$ cat src/rtl/bubble_sort_seq.sv
// Sequential bubble sorter: loads N words, sorts them ascending (unsigned, stable)
// with one compare-swap per clock, then streams them out with a last marker.
module bubble_sort_seq #(
    parameter int N = 8,
    parameter int W = 8
) (
    input  logic         clk,
    input  logic         reset,
    input  logic         in_valid,
    output logic         in_ready,
    input  logic [W-1:0] in_data,
    output logic         out_valid,
    input  logic         out_ready,
    output logic [W-1:0] out_data,
    output logic         out_last,
    output logic         busy
);
    // Handshake: a word moves when valid && ready at a rising clk edge; ready and
    // valid are decoded from registered state only, never from the partner's signal.
    localparam int IW = (N > 1) ? $clog2(N) : 1;
    localparam logic [IW-1:0] LAST = IW'(N - 1);
    localparam logic [IW-1:0] PEN  = IW'(N - 2);

    typedef enum logic [1:0] {LOAD = 2'd0, SORT = 2'd1, DRAIN = 2'd2} state_t;

    state_t        state, state_nx;
    logic [IW-1:0] wr_idx, cmp_idx, rd_idx, cmp_nxt;
    logic          swapped;
    logic [W-1:0]  mem [N];
    logic [W-1:0]  lo_w, hi_w;
    logic          do_swap, pass_swapped;

    assign cmp_nxt      = cmp_idx + IW'(1);
    assign lo_w         = mem[cmp_idx];
    assign hi_w         = mem[cmp_nxt];
    assign do_swap      = (state == SORT) && (lo_w > hi_w);
    assign pass_swapped = swapped || do_swap;

    always_ff @(posedge clk or posedge reset) begin
        if (reset) state <= LOAD;
        else       state <= state_nx;
    end

    always_comb begin
        state_nx = state;
        case (state)
            LOAD:    if (in_valid && wr_idx == LAST) state_nx = SORT;
            SORT:    if (cmp_idx == PEN && !pass_swapped) state_nx = DRAIN;
            DRAIN:   if (out_ready && rd_idx == LAST) state_nx = LOAD;
            default: state_nx = LOAD;
        endcase
    end

    always_comb begin
        in_ready  = 1'b0;
        out_valid = 1'b0;
        out_last  = 1'b0;
        busy      = 1'b0;
        case (state)
            LOAD:  in_ready = 1'b1;
            SORT:  busy = 1'b1;
            DRAIN: begin
                out_valid = 1'b1;
                out_last  = (rd_idx == LAST);
                busy      = 1'b1;
            end
            default: ;
        endcase
    end

    assign out_data = mem[rd_idx];

    // Buffer and index counters; a clean pass (no swap anywhere) ends the sort.
    always_ff @(posedge clk or posedge reset) begin
        if (reset) begin
            wr_idx  <= '0;
            cmp_idx <= '0;
            rd_idx  <= '0;
            swapped <= 1'b0;
            for (int i = 0; i < N; i++) mem[i] <= '0;
        end else begin
            case (state)
                LOAD: if (in_valid) begin
                    mem[wr_idx] <= in_data;
                    if (wr_idx == LAST) begin
                        wr_idx  <= '0;
                        cmp_idx <= '0;
                        swapped <= 1'b0;
                    end else begin
                        wr_idx <= wr_idx + IW'(1);
                    end
                end
                SORT: begin
                    if (do_swap) begin
                        mem[cmp_idx] <= hi_w;
                        mem[cmp_nxt] <= lo_w;
                    end
                    if (cmp_idx == PEN) begin
                        cmp_idx <= '0;
                        swapped <= 1'b0;
                        if (!pass_swapped) rd_idx <= '0;
                    end else begin
                        cmp_idx <= cmp_nxt;
                        swapped <= pass_swapped;
                    end
                end
                DRAIN: if (out_ready) begin
                    rd_idx <= (rd_idx == LAST) ? '0 : rd_idx + IW'(1);
                end
                default: ;
            endcase
        end
    end
endmodule

$ cat config.mk
export PLATFORM = sky130hd
export DESIGN_NAME = bubble_sort_seq
export DESIGN_NICKNAME = d
export VERILOG_FILES = /design/src/rtl/bubble_sort_seq.sv
export SDC_FILE = /design/constraint.sdc
export NUM_CORES = 1
export LEC_CHECK = 0
export ABC_AREA = 1
export ABC_CLOCK_PERIOD_IN_PS = 3200
export BUFFER_PORTS_ARGS = -buffer_cell sky130_fd_sc_hd__buf_2
export CORE_MARGIN = 2
export CORE_UTILIZATION = 40
export CTS_CLUSTER_DIAMETER = 120
export CTS_CLUSTER_SIZE = 8
export DETAILED_ROUTE_END_ITERATION = 10
export PLACE_DENSITY = 0.66
export SLEW_MARGIN = 20
export SYNTH_ARGS = -nofsm -noshare
export SYNTH_HDL_FRONTEND = slang
export SYNTH_SLANG_ARGS = --single-unit
$ cat constraint.sdc
create_clock -name clk -period 3.2 [get_ports clk]
set_input_delay 0.16 -clock clk [delete_from_list [all_inputs] [get_ports clk]]
set_output_delay 0.16 -clock clk [all_outputs]
set_load 0.03 [all_outputs]
# --- Word level (Yosys, flattened, before mapping) ---
# Index checks and enable logic that the tools add are counted.
# W data, S select, Z words.
word_totals:
  output_inout_bits: 12
  reg_bits: 76
  inputBits: 12
classes:
  n_mux: 43
  eq_ne: 14
  bitwise_logic: 4
  n_reduce_logical: 18
  add_sub_neg: 3
  n_lt_le_gt_ge: 8
op_table:
  columns: ["cell", "n"]
  rows:
  - ["$bwmux W64", 3]
  - ["$mux W64", 2]
  - ["$pmux W64 S2", 1]
  - ["$bmux W8 S3", 3]
  - ["$demux W8 S3", 3]
  - ["$mux W8", 9]
  - ["$mux W3", 8]
  - ["$ge A4 B4 Y1 const B", 4]
  - ["$not A3 Y4", 4]
  - ["$ne A2 B2 Y1 const B", 7]
  - ["$lt A4 B1 Y1 const B", 3]
  - ["$pmux W3 S2", 2]
  - ["$add A3 B1 Y3 const B", 3]
  - ["$eq A3 B3 Y1 const B", 3]
  - ["$reduce_and A3 Y1", 3]
  - ["$gt A8 B8 Y1", 1]
  - ["$logic_and A1 B1 Y1", 7]
  - ["$mux W1", 7]
  - ["$mux W2", 3]
  - ["$pmux W2 S3", 1]
  - ["$ne A2 B1 Y1 const B", 2]
  - ["$reduce_and A4 Y1", 1]
  - ["$reduce_bool A2 Y1", 2]
  - ["$eq A2 B1 Y1 const B", 1]
  - ["other kinds (7)", 7]

# --- Logic depth before layout (Yosys ltp) ---
# Gate-level depths: netlist of the first run.
logic_depth:
  word_depth: 12
  ltp_mapped: 23
  depth_no_buf: 22

# --- Worst setup path after synthesis of the first run ---
# Ideal clock, no wire load.
synth_timing:
  kind: "flip-flop to flip-flop"
  from: "register cmp_idx[0]"
  to: "register mem[10] (netlist name)"
  path_slack_ps: 71
  n_path_buf: 2
  period_less_slack_ps: 3129
  required_ps: 3135
  path_stages_with_launch: 22
  t_arrival_ps: 3064
  cell_sequence: "dfrtp_1 -> inv_2 -> buf_2 -> ha_1 -> inv_2 -> buf_1 -> nand2_1 -> nand2_1 -> nand2_1 -> nand2_2 -> inv_1 -> ha_1 -> nand2_1 -> nor2_1 -> nand2_1 -> nand2_1 -> nand2_1 -> nand2_4 -> nand2_4 -> nor2_4 -> nand2_1 -> nand2_1"
synth_between:
  elab_chain_len: 9
synth_rtl:
  columns: ["element", "line", "text"]
  rows:
  - ["from (decl)", "27", "logic [IW-1:0] wr_idx, cmp_idx, rd_idx, cmp_nxt;"]
  - ["from (signal assigned)", "103", "cmp_idx <= cmp_nxt;"]
  - ["$add A3 B1 Y3 or $not A3 Y4 (tied branches)", "33, 34, 95", null]
  - ["$not A3 Y4 (not written as such) (tied with other cells)", "35, 96", null]
  - ["$bmux W8 S3 (tied with other cells)", "35", "assign hi_w = mem[cmp_nxt];"]
  - ["$mux W8 (not written as such) (tied with other cells) (2 in a row)", "35", null]
  - ["$gt A8 B8 Y1 (tied with other cells)", "36", "assign do_swap = (state == SORT) && (lo_w > hi_w);"]
  - ["$logic_and A1 B1 Y1 or $bwmux W64 (tied branches)", "36, 96", null]
  - ["$ne A2 B2 Y1 (no source line) or $mux W64 (tied branches)", null, null]
  - ["$reduce_and A3 Y1 (no source line) or $pmux W64 S2 (tied branches)", null, null]
  - ["to (signal, indexed assignment)", "84", "mem[wr_idx] <= in_data;"]
  - ["to (signal, indexed assignment)", "95", "mem[cmp_idx] <= hi_w;"]
  - ["to (signal, indexed assignment)", "96", "mem[cmp_nxt] <= lo_w;"]
  - ["to (decl)", "29", "logic [W-1:0] mem [N];"]
# Parallel ways exist; a longest one is shown, timed or not. The select of a mux whose other input is x is not followed.
# A chain may end at the register's enable or synchronous reset.

# --- Worst setup path in the final report of the first run ---
layout_timing:
  from: "register cmp_idx[0]"
  to: "register mem[16] (netlist name)"
# The elaborated chain is that of the path after synthesis.

==> results of run 1 <==
## critical path: cells and delay by family (launching register included)
kind / cells / cell delay, ns
flip-flops: 1 / 0.40
buffers and inverters: 3 / 0.33
AND/OR/NAND/NOR: 14 / 1.66
adder cells (fa/ha/maj): 2 / 0.59
## metrics by stage
stage / hold WS, ns / TNS [ns]
finish: 0.191 / 0
global route: 0.246 / -0.122
CTS: 0.186 / 0
detailed placement: 0.282 / 0
global placement: 0.279 / 0
floorplan: 0.420 / 0
## where the power goes
group / total (W) / switching, W / internal [W]
Sequential: 0.00188 / 0.000553 / 0.00133
Clock: 0.00109 / 0.000460 / 0.000631
Combinational: 0.00634 / 0.00455 / 0.00179
## layout by cell type (no fill, tap or decap), types with 2 or more instances in the layout
master and n:
a21oi_1 4, a31oi_1 8, a31oi_4 2, buf_12 3
buf_2 23, buf_4 30, clkbuf_16 9, clkinv_1 4
clkinv_2 2, clkinvlp_4 3, dfrtp_1 75, ha_1 16
inv_1 45, inv_2 13, inv_6 2, nand2_1 959
nand2_2 17, nand2_4 3, nand3_1 16, nand3_2 4
nand3b_1 2, nand3b_4 5, nor2_1 71, nor2_2 4
nor2_4 10, nor3_2 2, o21ai_0 39, o22ai_1 11
o22ai_2 3
## worst max-delay path by stage
stage | end | slack, ns | cells after the start | start
global placement | mem[16] | 0.16 | 19 | cmp_idx[1]
CTS | mem[16] | 0.15 | 19 | cmp_idx[1]
floorplan | mem[10] | 0.07 | 21 | cmp_idx[0]
detailed placement | mem[55] | 0.17 | 19 | cmp_idx[1]
finish | mem[16] | 0.14 | 19 | cmp_idx[0]
global route | mem[16] | -0.05 | 19 | cmp_idx[0]
## cells by family after synthesis
| kind of cell | after synthesis |
|---|---|
| AND/OR/NAND/NOR | 1095 |
| buffers and inverters | 112 |
| flip-flops | 76 |
| AO/OA/AOI/OAI | 69 |
| adder cells (fa/ha/maj) | 17 |
## registers in the layout, summed over array words and instances, names as in the netlist
name / cells
rd_idx: 3
wr_idx: 3
mem: 64
cmp_idx: 3
state: 2
swapped: 1
## per-layer routing
metal / global-route usage / vias up / wire [um]
li1: - / 4208 / -
met3: 0.0588 / 63 / 2850
met5: 0 / - / 0
met4: 0.118 / 0 / 1080
met1: 0.420 / 3906 / 12400
met2: 0.424 / 416 / 12100
## area by class of cell
cell class / count / area share
Clock inverter: 6 / 0.00850
Multi-Input combinational cell: 1181 / 0.617
Tap cell: 229 / 0.0347
Timing Repair Buffer: 58 / 0.0511
Sequential cell: 76 / 0.231
Clock buffer: 10 / 0.0290
Inverter: 64 / 0.0294
## what timing repair did
item | 4_1_cts | 5_1_grt
buffers inserted | 0 | 1
hold endpoints to repair | 76 | 0
hold buffers | 1 | 0
endpoints found under the setup margin | 0 | 67
resized for setup | 0 | 4
==> impl_metrics.csv, run 1 <==
group,metric,value,unit
logic_synthesis,yosysMostFrequentCell,"nand2_1",
logic_synthesis,yosysTopAreaCell,"nand2_1",
setup_path,worstReg2RegEnd,"mem[16]",
sta,timing_hold_violations_final,0,
floorplanning,ios,24,
logic_synthesis,yosys.area_share.simple,0.594,
setup_path,crit_path_max_fanout,19,
sta,worst_slew_pin_slew,0.988,ns
detailed_routing,num_vias,8593,
setup_path,reg2regPathDepth,19,
cells_and_area,fill_cells,1982,
power_and_ir_drop,vdd_ir_drop_max,0.607,mV
cts,cts_buffer_depth,2,
detailed_routing,drtAntennaViolNets,0,
cts,cts.sinks,76,
setup_path,r2r_slack,0.14,ns
cells_and_area,nets,1419,
sta,final.setup.worst_slack,0.143,ns
cells_and_area,area_delta_synth_final,10.6,%
floorplanning,die_h,141,um
cts,clock_latency,0.36,ns
logic_synthesis,synth_seq_area_share,0.255,
setup_path,cp_slowest_stage_delay,0.40,ns
logic_synthesis,ys_types,31,
floorplanning,core,18100,sq um
global_routing,grt_antenna_before_repair,0,
logic_synthesis,yosysWarnings,0,
setup_path,cp-start-kind,"flip-flop",
logic_synthesis,ys_top_cells_by_count,"960 x nand2_1, 76 x dfrtp_1, 71 x nor2_1",
cts,cts.clk_slew.worst_paths,0.06,ns
logic_synthesis,synth_edf_count,0,
setup_path,end_kind,"flip-flop",
logic_synthesis,synth_top_family_by_area,"simple AND/OR/NAND/NOR gates",
global_routing,grt-ovfl-total,0,
sta,fin_crit,3.06,ns
floorplanning,start_util,0.411,
detailed_routing,routedWlPerCell,17.5,um
global_routing,grt_use_total,0.291,
setup_path,crit_arrival,3.35,ns
power_and_ir_drop,power_density,1130,nW/um^2
detailed_routing,viasPerCell,5.29,
sta,fin_worst_skew,0.00876,ns
logic_synthesis,synth_adder_area_share,0.0285,
power_and_ir_drop,p_leak,4.95,nW
logic_synthesis,syn_area_per_cell,5.45,sq um
setup_path,cp.required,3.49,ns
sta,slew_violations,0,
floorplanning,rows,49,
floorplanning,die_w,141,um
detailed_routing,drc,0,
detailed_routing,dr.pass1.iters,6,
cts,htreeDepth,3,
setup_path,crit_slowest_cell,"dfrtp_2",
place,place_congestion,0.961,
cts,cts_buffers,9,
sta,fin_crit_sh,0.955,
place,hpwl,20.2,mm
logic_synthesis,async_reset_ff_frac,1.00,
logic_synthesis,synth_flop_cell,"dfrtp_1",
cells_and_area,multi_input_area,5080,sq um
cells_and_area,final_core_util,0.454,
hold_path,hold_path_end,"wr_idx[2]",
run_status,status,"finished clean",
global_routing,grt_pass1_vias,7586,
logic_synthesis,ys_top_cells_by_area,"nand2_1 48%, dfrtp_1 26%, nor2_1 3.6%",
logic_synthesis,ys_ff_latch,76,
logic_synthesis,synth_nets,1398,
logic_synthesis,syn_area,7460,sq um
sta,rsz0062_at_grt,"yes",
sta,setup_viol,0,
logic_synthesis,synth_compound_area_frac,0.0582,
cells_and_area,final_cells,1624,
cells_and_area,layout-drive-gt1-share,0.103,
setup_path,cpMostUsedCell,"nand2_1",
place,placedCellCount,1606,
place,pre_cts_ws,0.171,ns
detailed_routing,drt_iter0_markers,1272,
detailed_routing,finalWirelength,28.4,mm
floorplanning,die_area,19800,sq um
setup_path,crit_chain,"inv_2, ha_1, buf_6, nand2_1, nand2_1, nand2_1, nand2_2, inv_1, ha_1, nand2_1, nor2_1, nand2_1, nand2_1, nand2_1, nand2_4, nand2_4, nor2_4, nand2_1, nand2_1",
hold_path,hp-start,"in_valid",
cts,cts_root_buffer,"clkbuf_16",
cells_and_area,regArea,1900,sq um
sta,slew_headroom,0.339,
logic_synthesis,synth_xor_area_frac,0,
setup_path,path_class,"flip-flop to flip-flop",
cts,tritoncts,"built",
hold_path,hp-class,"input port to flip-flop",
logic_synthesis,synth_top_area_frac,0.483,
place,io_buffers,23,
power_and_ir_drop,p_total,0.00931,W
logic_synthesis,synth_mux_area_frac,0,
sta,fmax,327,MHz
logic_synthesis,syn_inst,1369,
setup_path,r2r-start,"cmp_idx[0]",
place,placed_cell_area,7910,sq um
hold_path,min_delay_path_depth,4,
job,drv_cap,0,
cells_and_area,n_antenna_cell,0,
global_routing,grt_pass1_wl,43.8,mm
global_routing,grt_max_degree,92,
cells_and_area,fin_area,8250,sq um
Note: power is estimated with default switching activity, not from simulation.
==> run 2: changes to the inputs <==
--- a/config.mk
+++ b/config.mk
@@ -9,11 +9,11 @@
 export ABC_CLOCK_PERIOD_IN_PS = 3200
 export BUFFER_PORTS_ARGS = -buffer_cell sky130_fd_sc_hd__buf_2
 export CORE_MARGIN = 2
-export CORE_UTILIZATION = 40
+export CORE_UTILIZATION = 38
 export CTS_CLUSTER_DIAMETER = 120
 export CTS_CLUSTER_SIZE = 8
 export DETAILED_ROUTE_END_ITERATION = 10
-export PLACE_DENSITY = 0.66
+export PLACE_DENSITY = 0.64
 export SLEW_MARGIN = 20
 export SYNTH_ARGS = -nofsm -noshare
 export SYNTH_HDL_FRONTEND = slang
==> impl_metrics.csv, run 2 (same netlist as run 1, synthesis figures left out) <==
group,metric,value,unit
setup_path,path_class,"flip-flop to flip-flop",
setup_path,reg2regPathDepth,21,
sta,final.setup.worst_slack,0.345,ns
sta,setup_viol,0,
hold_path,min_delay_path_depth,4,
power_and_ir_drop,p_total,0.00927,W
power_and_ir_drop,vdd_ir_drop_max,0.456,mV
sta,fin_worst_skew,0.0109,ns
hold_path,hp-class,"input port to flip-flop",
floorplanning,core,19300,sq um
cts,cts.sinks,76,
cts,cts_setup_buffers,0,
sta,fin_crit_sh,0.892,
setup_path,crit_arrival,3.15,ns
detailed_routing,dr.pass1.iters,5,
setup_path,cp-start-kind,"flip-flop",
setup_path,cpMostUsedCell,"nand2_1",
detailed_routing,viasPerCell,5.12,
floorplanning,start_util,0.386,
floorplanning,die_area,20800,sq um
detailed_routing,drc,0,
global_routing,grt_use_total,0.280,
sta,timing_hold_violations_final,0,
cells_and_area,top_register,"mem",
sta,setup-tns-final,0,ns
setup_path,crit_chain,"inv_2, ha_1, inv_2, nand2_1, nand2_1, nand2_1, nand2_2, inv_1, ha_1, nand2_1, inv_1, nand2_1, nand2_1, nand2_1, nand2_1, nand2_1, nand2_4, nand2_4, nor2_4, nand2_1, nand2_1",
cells_and_area,fill_cells,2088,
cts,cts.clk_slew.worst_paths,0.07,ns
cts,cts_root_buffer,"clkbuf_16",
cts,clock_latency,0.35,ns
global_routing,grt-ovfl-total,0,
floorplanning,ios,24,
sta,slew_violations,0,
cts,tritoncts,"built",
power_and_ir_drop,power_frac_seq,0.201,
setup_path,cp_slowest_stage_delay,0.39,ns
global_routing,grt_antenna_before_repair,0,
place,io_buffers,23,
cts,cts_buffers,9,
detailed_routing,routedWlPerCell,16.9,um
cells_and_area,multi_input_area,5080,sq um
global_routing,grt_pass1_vias,7668,
detailed_routing,drtAntennaViolNets,0,
cells_and_area,area_delta_synth_final,11.4,%
run_status,status,"finished clean",
power_and_ir_drop,switching_share,0.592,
power_and_ir_drop,clock_power_share,0.116,
sta,rsz0062_at_grt,"no",
power_and_ir_drop,p_leak,4.97,nW
global_routing,grt_max_degree,73,
cells_and_area,final_common_cell,"nand2_1",
cells_and_area,layout-drive-gt1-share,0.106,
power_and_ir_drop,switching_power,0.00549,W
setup_path,crit_slowest_cell,"dfrtp_2",
cts,htreeDepth,3,
floorplanning,die_h,144,um
job,drv_cap,0,
power_and_ir_drop,p_comb_frac,0.683,
setup_path,cp.required,3.50,ns
cells_and_area,nets,1424,
place,place_congestion,0.977,
cells_and_area,regArea,1900,sq um
setup_path,end_kind,"flip-flop",
place,pre_cts_ws,0.279,ns
place,hpwl,20.6,mm
sta,fmax,350,MHz
cells_and_area,final_cell_mix,"959 x nand2_1, 75 x dfrtp_1, 71 x nor2_1",
power_and_ir_drop,power_density,1120,nW/um^2
floorplanning,die_w,144,um
sta,slew_headroom,0.352,
detailed_routing,num_vias,8530,
detailed_routing,drt_iter0_markers,1077,
global_routing,grt_pass1_wl,43.2,mm
sta,fin_crit,2.86,ns
cts,cts_buffer_depth,2,
power_and_ir_drop,p_int,0.00378,W
setup_path,crit_path_max_fanout,17,
sta,worst_slew_pin_slew,0.968,ns
floorplanning,rows,51,
cells_and_area,n_antenna_cell,0,
detailed_routing,finalWirelength,28.2,mm
cells_and_area,largest_reg_flops,64,
==> run 2: metrics by stage <==
| stage | hold slack (ns) | instance area [sq um] | cells | utilization |
|---|---|---|---|---|
| 4_1_cts | 0.217 | 8310 | 1665 | 0.430 |
| 6_report | 0.215 | 8310 | 1665 | 0.430 |
| 5_1_grt | 0.265 | 8310 | 1665 | 0.430 |
| 3_3_place_gp | 0.286 | 7990 | 1648 | 0.413 |
| 2_1_floorplan | 0.420 | 7460 | 1369 | - |
| 3_5_place_dp | 0.294 | 7990 | 1648 | 0.413 |
==> run 2: worst paths after layout <==
check	endpoint	slack [ns]	start
setup reg to reg	mem[12]	0.34	cmp_idx[0]
hold reg to reg	state[1]	0.53	state[1]
hold / removal	wr_idx[2]	0.21	in_valid
max in group asynchronous	mem[40]	1.97	reset
min in group asynchronous	mem[51]	0.45	reset
setup / recovery	mem[12]	0.34	cmp_idx[0]
==> run 2: timing repair <==
item                                   4_1_cts  5_1_grt
hold buffers                                 1        0
resized for setup                            0        1
endpoints found under the hold margin       35        0
setup endpoints to repair                    0        6
==> run 2: area by class of cell <==
class,instances,area share
tap,265,0.0399
sequential,76,0.229
clock inverter,6,0.00858
timing repair buffer,63,0.0533
inverter,64,0.0291
multi-input combinational,1181,0.611
clock buffer,10,0.0288
==> run 2: power by group through the flow <==
| stage | clock [W] | sequential [W] | combinational, W |
|---|---|---|---|
| floorplan | 0 | 0.00162 | 0.00436 |
| global placement | 0 | 0.00185 | 0.00619 |
| detailed placement | 0 | 0.00185 | 0.00620 |
| CTS | 0.00108 | 0.00184 | 0.00623 |
| global route | 0.00112 | 0.00191 | 0.00691 |
| finish | 0.00107 | 0.00186 | 0.00634 |
==> run 2: critical path: cells and delay by family (launching register included) <==
family | cells | cell delay, ns
AND/OR/NAND/NOR | 15 | 1.38
adder cells (fa/ha/maj) | 2 | 0.59
flip-flops | 1 | 0.39
buffers and inverters | 4 | 0.42
==> run 2: metal layers <==
layer,global-route usage,vias to the layer above,part of all wire
met2,0.427,403,0.44
li1,-,4217,-
met3,0.0526,72,0.095
met5,0,-,0
met1,0.392,3838,0.43
met4,0.110,0,0.036
==> run 3: changes to the inputs <==
--- a/config.mk
+++ b/config.mk
@@ -13,6 +13,8 @@
 export CTS_CLUSTER_DIAMETER = 120
 export CTS_CLUSTER_SIZE = 8
 export DETAILED_ROUTE_END_ITERATION = 10
+export GPL_ROUTABILITY_DRIVEN = 0
+export MAX_ROUTING_LAYER = met4
 export PLACE_DENSITY = 0.64
 export SLEW_MARGIN = 20
 export SYNTH_ARGS = -nofsm -noshare
==> impl_metrics.csv, run 3 (same netlist as run 1, synthesis figures left out) <==
group,metric,value,unit
cts,cts_setup_buffers,0,
cts,clock_latency,0.35,ns
detailed_routing,finalWirelength,28.4,mm
detailed_routing,viasPerCell,5.19,
cts,cts_buffers,9,
sta,fmax,345,MHz
power_and_ir_drop,vdd_ir_drop_max,0.545,mV
detailed_routing,dr.pass1.iters,6,
sta,timing_hold_violations_final,0,
sta,fin_worst_skew,0.00950,ns
detailed_routing,num_vias,8637,
sta,slew_headroom,0.351,
floorplanning,die_area,20800,sq um
power_and_ir_drop,power_density,1120,nW/um^2
cells_and_area,fill_cells,2146,
cells_and_area,final_cells,1663,
global_routing,grt_antenna_before_repair,0,
place,placedCellCount,1646,
global_routing,grt_use_total,0.289,
detailed_routing,drtAntennaViolNets,0,
setup_path,end_kind,"flip-flop",
cells_and_area,area_delta_synth_final,11.2,%
setup_path,path_class,"flip-flop to flip-flop",
cells_and_area,final_cell_mix,"959 x nand2_1, 75 x dfrtp_1, 71 x nor2_1",
global_routing,grt_pass1_wl,43.8,mm
global_routing,grt_max_degree,72,
power_and_ir_drop,switching_share,0.595,
power_and_ir_drop,p_int,0.00376,W
floorplanning,die_w,144,um
power_and_ir_drop,p_comb_frac,0.680,
power_and_ir_drop,switching_power,0.00553,W
cells_and_area,nets,1422,
power_and_ir_drop,power_frac_seq,0.200,
power_and_ir_drop,clock_power_share,0.120,
cts,cts.clk_slew.worst_paths,0.07,ns
cts,cts_buffer_depth,2,
place,hpwl,20.9,mm
cts,tritoncts,"built",
setup_path,crit_arrival,3.14,ns
cells_and_area,final_core_util,0.429,
sta,worst_slew_pin_slew,0.969,ns
sta,slew_violations,0,
setup_path,cp-start-kind,"flip-flop",
sta,fin_hold_ws,0.193,ns
setup_path,crit_path_max_fanout,18,
sta,fin_crit_sh,0.906,
cells_and_area,final_common_cell,"nand2_1",
sta,fin_crit,2.90,ns
sta,setup_viol,0,
floorplanning,die_h,144,um
floorplanning,ios,24,
hold_path,hp-class,"input port to flip-flop",
global_routing,grt-ovfl-total,0,
cells_and_area,top_register,"mem",
job,drv_cap,0,
detailed_routing,drt_iter0_markers,1115,
cts,cts.sinks,76,
cells_and_area,largest_reg_flops,64,
power_and_ir_drop,p_leak,4.97,nW
floorplanning,start_util,0.386,
setup_path,cp.required,3.44,ns
floorplanning,rows,51,
cells_and_area,layout-drive-gt1-share,0.104,
run_status,status,"finished clean",
sta,rsz0062_at_grt,"no",
sta,setup-tns-final,0,ns
detailed_routing,drc,0,
cells_and_area,n_antenna_cell,0,
global_routing,grt_pass1_vias,7650,
cts,cts_root_buffer,"clkbuf_16",
place,io_buffers,23,
cts,htreeDepth,3,
floorplanning,core,19300,sq um
detailed_routing,routedWlPerCell,17.1,um
-- run 3: cell count changes in the layout (fill, tap and decap cells not counted) --
cell	previous run	this run
clkinvlp_4	2	0
buf_12	2	1
nand2_2	18	17
nand2_4	2	3
buf_4	37	36
inv_6	1	3
clkinv_4	2	1
inv_8	0	2
clkbuf_8	1	0
-- run 3: layout make-up --
class / count / area, sq um / area share
clock buffer: 9 / 225 / 0.0272
clock inverter: 7 / 87.6 / 0.0106
inverter: 64 / 241 / 0.0291
multi-input combinational: 1181 / 5080 / 0.613
sequential: 76 / 1900 / 0.230
tap: 265 / 332 / 0.0400
timing repair buffer: 61 / 415 / 0.0501
-- run 3: stage by stage --
step                setup WS, ns  power, W  area [sq um]
floorplan                 0.0708   0.00598          7460
global placement           0.246   0.00797          7960
detailed placement         0.228   0.00801          7960
CTS                        0.192   0.00915          8280
global route             0.00743   0.00995          8290
finish                     0.301   0.00928          8290
-- run 3: power by group through the flow --
stage	sequential [W]	clock [W]	combinational [W]
2_1_floorplan	0.00162	0	0.00436
3_3_place_gp	0.00184	0	0.00613
3_5_place_dp	0.00185	0	0.00617
4_1_cts	0.00183	0.00112	0.00620
5_1_grt	0.00190	0.00116	0.00689
6_report	0.00186	0.00111	0.00632
-- run 3: path summary, 6_finish.rpt --
check                                start         to  cells past startpoint  slack, ns
max in group asynchronous            reset    mem[41]                      4       2.02
worst min register to register    state[1]   state[1]                      2       0.52
worst max-delay path            cmp_idx[0]    mem[51]                     19       0.30
worst max register to register  cmp_idx[0]    mem[51]                     19       0.30
min in group asynchronous            reset    mem[48]                      3       0.40
worst min-delay path              in_valid  wr_idx[2]                      4       0.19
-- run 3: metal layers --
metal  up-vias  wire length [um]  track usage
li1       4210                 -            -
met1      3927             11900        0.394
met2       430             12400        0.423
met3        70              3070       0.0606
met4         0              1030        0.107
met5         -                 0            -
-- run 3: worst max-delay path, cell delays in order (launching register included) --
cell,delay [ns]
dfrtp_2,0.39
inv_2,0.06
ha_1,0.31
inv_2,0.27
nand2_1,0.09
nand2_1,0.07
nand2_1,0.05
nand2_2,0.07
inv_1,0.04
ha_1,0.29
nand2_1,0.07
nor2_1,0.14
nand2_1,0.07
nand2_1,0.05
nand2_1,0.10
nand2_4,0.10
buf_4,0.18
nand3_2,0.22
nand2_1,0.13
nand2_1,0.06
-- run 3: repair_timing --
item,in CTS,in global routing
endpoints found under the hold margin,28,0
setup endpoints to repair,0,69
hold buffers,1,0
resized for setup,0,2
